[config.mk]
export PLATFORM = sky130hd
export DESIGN_NAME = relu_maxpool2d_2x2
export DESIGN_NICKNAME = d
export VERILOG_FILES = /design/src/rtl/relu_maxpool2d_2x2_pkg.sv /design/src/rtl/relu_maxpool2d_2x2_line_buffer.sv /design/src/rtl/relu_maxpool2d_2x2.sv
export SDC_FILE = /design/constraint.sdc
export NUM_CORES = 2
export LEC_CHECK = 0
export BUFFER_PORTS_ARGS = -buffer_cell sky130_fd_sc_hd__buf_2
export CAP_MARGIN = 10
export CORE_ASPECT_RATIO = 1.2
export CORE_MARGIN = 5
export CORE_UTILIZATION = 25
export DETAILED_ROUTE_END_ITERATION = 10
export PLACE_DENSITY = 0.47
export SYNTH_ARGS = -nofsm -noshare
export SYNTH_HDL_FRONTEND = slang
export SYNTH_SLANG_ARGS = --single-unit
[constraint.sdc]
create_clock -name clk -period 7.2 [get_ports clk]
set_input_delay 1.8 -clock clk [delete_from_list [all_inputs] [get_ports clk]]
set_output_delay 1.8 -clock clk [all_outputs]
set_load 0.01 [all_outputs]
[src/rtl/relu_maxpool2d_2x2_pkg.sv]
// Shared FP32 constants and ReLU/max helpers for the 2x2 pooling stage.
package relu_maxpool2d_2x2_pkg;

  localparam int          FP32_WIDTH    = 32;
  localparam int          FP32_SIGN_BIT = FP32_WIDTH - 1;
  localparam logic [31:0] FP32_ZERO     = 32'h0000_0000;

  // ReLU on raw FP32 bits: any word with the sign set (including -0.0) becomes +0.0.
  function automatic logic [31:0] fp32_relu(input logic [31:0] raw);
    return raw[FP32_SIGN_BIT] ? FP32_ZERO : raw;
  endfunction

  // Max of two non-negative FP32 words. With the sign clear, IEEE-754 ordering equals
  // unsigned ordering of the raw bits, so +Inf and +NaN naturally win.
  function automatic logic [31:0] fp32_max(input logic [31:0] a, input logic [31:0] b);
    return (a > b) ? a : b;
  endfunction

  // Combine an already rectified value with a fresh raw pixel.
  function automatic logic [31:0] fp32_relu_max(input logic [31:0] held, input logic [31:0] raw);
    return fp32_max(held, fp32_relu(raw));
  endfunction

endpackage

[src/rtl/relu_maxpool2d_2x2_line_buffer.sv]
// Half-width line buffer holding the horizontal pair maxima of the even row.
// Write is synchronous, read is combinational; contents are not reset because every
// entry is written on the even row before the odd row reads it.
module relu_maxpool2d_2x2_line_buffer #(
  parameter int DATA_WIDTH = 32,
  parameter int DEPTH      = 56,
  parameter int AW         = 6
) (
  input  logic                  clk,
  input  logic                  we,
  input  logic [AW-1:0]         waddr,
  input  logic [DATA_WIDTH-1:0] wdata,
  input  logic [AW-1:0]         raddr,
  output logic [DATA_WIDTH-1:0] rdata
);

  logic [DATA_WIDTH-1:0] mem [DEPTH];

  // Store the even-row pair maximum for this column pair.
  always_ff @(posedge clk) begin
    if (we) begin
      mem[waddr] <= wdata;
    end
  end

  assign rdata = mem[raddr];

endmodule

[src/rtl/relu_maxpool2d_2x2.sv]
// ReLU followed by 2x2 / stride-2 max pooling on a raster-order FP32 stream.
// Handshake: valid_in qualifies data_in for one cycle; there is no backpressure, the
// consumer takes every valid_out pulse. Only cycles with valid_in=1 advance the position.
module relu_maxpool2d_2x2
  import relu_maxpool2d_2x2_pkg::*;
#(
  parameter int DATA_WIDTH = 32,
  parameter int WIDTH      = 112,
  parameter int HEIGHT     = 112
) (
  input  logic                  clk,
  input  logic                  rst,
  input  logic                  valid_in,
  input  logic [DATA_WIDTH-1:0] data_in,
  output logic                  valid_out,
  output logic [DATA_WIDTH-1:0] data_out,
  output logic                  frame_done
);

  localparam int CW    = (WIDTH  > 1) ? $clog2(WIDTH)  : 1;
  localparam int RW    = (HEIGHT > 1) ? $clog2(HEIGHT) : 1;
  localparam int DEPTH = (WIDTH / 2 > 0) ? WIDTH / 2 : 1;
  localparam int AW    = (DEPTH > 1) ? $clog2(DEPTH) : 1;

  generate
    if ((WIDTH % 2) != 0 || (HEIGHT % 2) != 0) begin : g_bad_dims
      $error("relu_maxpool2d_2x2: WIDTH and HEIGHT must be even");
    end
    if (DATA_WIDTH != FP32_WIDTH) begin : g_bad_width
      $error("relu_maxpool2d_2x2: DATA_WIDTH must be 32 (FP32)");
    end
  endgenerate

  logic [CW-1:0]         col;
  logic [RW-1:0]         row;
  logic [DATA_WIDTH-1:0] hold;
  logic [DATA_WIDTH-1:0] pair_max;
  logic [DATA_WIDTH-1:0] win_max;
  logic [DATA_WIDTH-1:0] line_rdata;
  logic [AW-1:0]         buf_addr;
  logic                  col_last;
  logic                  row_last;
  logic                  line_we;

  assign col_last = (col == CW'(WIDTH - 1));
  assign row_last = (row == RW'(HEIGHT - 1));
  assign buf_addr = AW'(col >> 1);

  // Horizontal pair max, then fold in the even-row pair stored in the line buffer.
  always_comb begin
    pair_max = fp32_relu_max(hold, data_in);
    win_max  = fp32_max(line_rdata, pair_max);
  end

  // Odd column of an even row writes; odd rows only read the same slot.
  assign line_we = valid_in & col[0] & ~row[0];

  relu_maxpool2d_2x2_line_buffer #(
    .DATA_WIDTH (DATA_WIDTH),
    .DEPTH      (DEPTH),
    .AW         (AW)
  ) u_line_buffer (
    .clk   (clk),
    .we    (line_we),
    .waddr (buf_addr),
    .wdata (pair_max),
    .raddr (buf_addr),
    .rdata (line_rdata)
  );

  // Position counters, left-pixel hold register and the registered pooled output.
  always_ff @(posedge clk or posedge rst) begin
    if (rst) begin
      col        <= '0;
      row        <= '0;
      hold       <= '0;
      valid_out  <= 1'b0;
      data_out   <= '0;
      frame_done <= 1'b0;
    end else begin
      valid_out  <= 1'b0;
      frame_done <= 1'b0;
      if (valid_in) begin
        if (!col[0]) begin
          hold <= fp32_relu(data_in);
        end else if (row[0]) begin
          data_out   <= win_max;
          valid_out  <= 1'b1;
          frame_done <= row_last & col_last;
        end
        if (col_last) begin
          col <= '0;
          row <= row_last ? '0 : row + RW'(1);
        end else begin
          col <= col + CW'(1);
        end
      end
    end
  end

endmodule
==> flow_summary.json <==
{
  "port_buffers": 67,
  "min_path_cells": 1,
  "design_area_um2": 84900,
  "start_util_pct": 25.1,
  "fill_cells": 28942,
  "outcome": "finished, final reports clean",
  "synthDominantCellAreaShare_pct": 71.4,
  "hp-class": "register to register",
  "grtUsageTotal_pct": 16.5,
  "multi_input_area_um2": 17700,
  "drv_slew": 0,
  "synth_cells": 4266,
  "drive_above_1_share_pct": 21.0,
  "clk_latency_ps": 850,
  "wl_met3_um": 14500,
  "wl_met2_um": 126000,
  "yosysSeqAreaShare_pct": 74.1,
  "finalSetupTns_ps": 0,
  "viasPerCell": 5.03,
  "routedLengthMet1_um": 107000,
  "p_per_area_nw_per_um2": 399,
  "clkSinkCount": 1814,
  "worstPathMaxFanout": 31,
  "cts_tree": "built",
  "cts_buffer_depth": 4,
  "setup_viol": 0,
  "tightestPinTransition_ps": 1250,
  "slew_headroom_pct": 16.6,
  "gp_congestion": 0.813,
  "reg2reg_slack_ps": 960,
  "criticalPathCategory": "register to register",
  "gr-total-overflow": 0,
  "drt_iter0_drc": 4337,
  "maxCapViolCount": 0,
  "ys_ff_latch": 1814,
  "drt-wirelength-per-cell_um": 30.4,
  "vias": 42576,
  "coreArea_um2": 291000,
  "synthArstFlopShare_pct": 4.30,
  "grt_pass1_vias": 42105,
  "dieArea_um2": 303000,
  "fin_skew_ps": 44.8,
  "critical_path_arrival_ps": 6950,
  "rsz0062_at_grt": "no",
  "htree_levels": 4,
  "min_from": "row[2]$_DFFE_PP0P_",
  "cts_hold_buf": 0,
  "grt_pass1_wl_um": 356000,
  "drt-pass1-iter-count": 5,
  "worst_hold_slack_ps": 497,
  "antenna_found_initial": 11,
  "hold_viol_final": 0,
  "finalCriticalPeriod_ps": 6240,
  "grt_max_degree": 74,
  "timing.rr.start": "col[3]$_DFFE_PP0P_",
  "fp.dieW_um": 503,
  "startpoint_type": "register",
  "synth-edff-count": 1736,
  "dr.max_layer_used": "met5",
  "cts-root-buf": "clkbuf_16",
  "clock.fmax_mhz": 160,
  "syn-num-nets": 4365,
  "yosys_warnings": 0,
  "yosysTopAreaCell": "edfxtp_1",
  "post_cts_buffers": 0,
  "min_to": "row[2]$_DFFE_PP0P_",
  "place_area_um2": 79400,
  "hpwl_um": 160000,
  "antenna_left": 0,
  "cp.required_ps": 7910,
  "fp.dieH_um": 602,
  "pin_count": 69,
  "path_clk_slew_ps": 70,
  "synth_ff_type": "edfxtp_1",
  "yosysMostFrequentCell": "edfxtp_1",
  "syn_to_final_growth_pct": 16.2,
  "timing.rr.end": "data_out[21]$_DFFE_PP0P_",
  "numCtsBuffers": 183,
  "end_kind": "register",
  "wl_um": 258000,
  "cts.repair.resized": 0,
  "regArea_um2": 54100,
  "avgSynthCellArea_um2": 17.1,
  "drcViolationCount": 0,
  "rows": 217,
  "r2r_cells": 13,
  "syn_area_um2": 73000,
  "synth.area.top_cells": "edfxtp_1, mux2_2, mux2i_1, dfrtp_1, mux4_2",
  "power.total_mw": 33.8,
  "p_leak_nw": 27.6,
  "final_nets": 4599,
  "synth_cell_types": 80,
  "max-vdd-ir-drop_v": 0.000277,
  "post-route-period-util_pct": 86.6,
  "netlist_top_cells_count": "edfxtp_1, nand2_1, mux2i_1, mux2_2, a221oi_1"
}
state kept, by name, summed over array words and instances (netlist names):
signal             count
col                    7
data_out              31
frame_done             1
hold                  31
row                    7
u_line_buffer.mem   1736
valid_out              1
report_power, final:
group          leakage, nW  internal [mW]  total [mW]  switching (mW)
Clock                 2.65           4.99        9.07            4.09
Combinational         8.05           3.74        12.0            8.25
Sequential            16.9           12.4        12.8           0.355
placed cells by master (no fill, tap or decap), drive strengths merged, types with 5 or more instances in the layout:
cell type,count
a211o,8
a211oi,34
a21o,16
a21oi,128
a221o,62
a221oi,168
a222oi,9
a22o,25
a22oi,133
a31oi,7
and2,12
and3,9
and3b,17
buf,332
bufinv,8
clkbuf,224
clkinv,84
dfrtp,78
diode,9
edfxtp,1736
ha,64
inv,39
mux2,218
mux2i,205
mux4,85
nand2,249
nand2b,53
nand3,44
nand4,34
nor2,132
nor2b,10
nor3,9
o211ai,46
o21a,5
o21ai,131
o221ai,27
o22a,5
o22ai,41
o2bb2ai,68
stage by stage:
stage	utilization, %	setup WS [ps]	std cells
floorplan	-	232	4266
global placement	27.3	247	8147
detailed placement	27.3	313	8147
CTS	29.1	1020	8458
global route	29.1	763	8459
finish	29.2	963	8467
cell families after synthesis:
group | share of synthesized area [%]
flip-flops | 74.1
AO/OA/AOI/OAI | 9.69
AND/OR/NAND/NOR | 3.84
multiplexers | 8.81
buffers and inverters | 2.43
adder cells (fa/ha/maj) | 1.10
XOR/XNOR | 0.0480
other | 0.00514
layout make-up:
type / count / share of cell area [%]
Antenna cell: 9 / 0.0265
Sequential cell: 1814 / 63.7
Inverter: 48 / 0.227
Clock inverter: 87 / 0.742
Tap cell: 3832 / 5.65
Timing Repair Buffer: 332 / 3.15
Clock buffer: 224 / 5.64
Multi-Input combinational cell: 2121 / 20.8
how the worst max path moves through the flow:
stage / end / depth (start not counted) / slack (ps) / start
global route: data_out[7]$_DFFE_PP0P_ / 18 / 760 / data_in[31]
finish: data_out[21]$_DFFE_PP0P_ / 13 / 960 / col[3]$_DFFE_PP0P_
global placement: data_out[7]$_DFFE_PP0P_ / 18 / 250 / data_in[31]
floorplan: data_out[16]$_DFFE_PP0P_ / 19 / 230 / data_in[31]
detailed placement: data_out[7]$_DFFE_PP0P_ / 18 / 310 / data_in[31]
CTS: data_out[21]$_DFFE_PP0P_ / 14 / 1020 / col[2]$_DFFE_PP0P_
metal layers:
| metal | global-route usage [%] | vias to the layer above |
|---|---|---|
| li1 | - | 17807 |
| met1 | 21.4 | 22822 |
| met4 | 5.86 | 2 |
| met5 | 0 | - |
| met2 | 27.9 | 1540 |
| met3 | 2.52 | 405 |
worst max-delay path, stage by stage, from the launching register on:
cell,delay [ps]
dfrtp_4,940
buf_4,430
nand2b_1,690
o21ai_0,230
a221oi_1,480
nor3_1,200
nand4b_1,530
ha_1,490
nand4_1,110
or4_1,610
o211ai_1,270
a22o_1,480
nor2_1,220
a221o_1,350
Note: power is estimated with default switching activity, not from simulation.
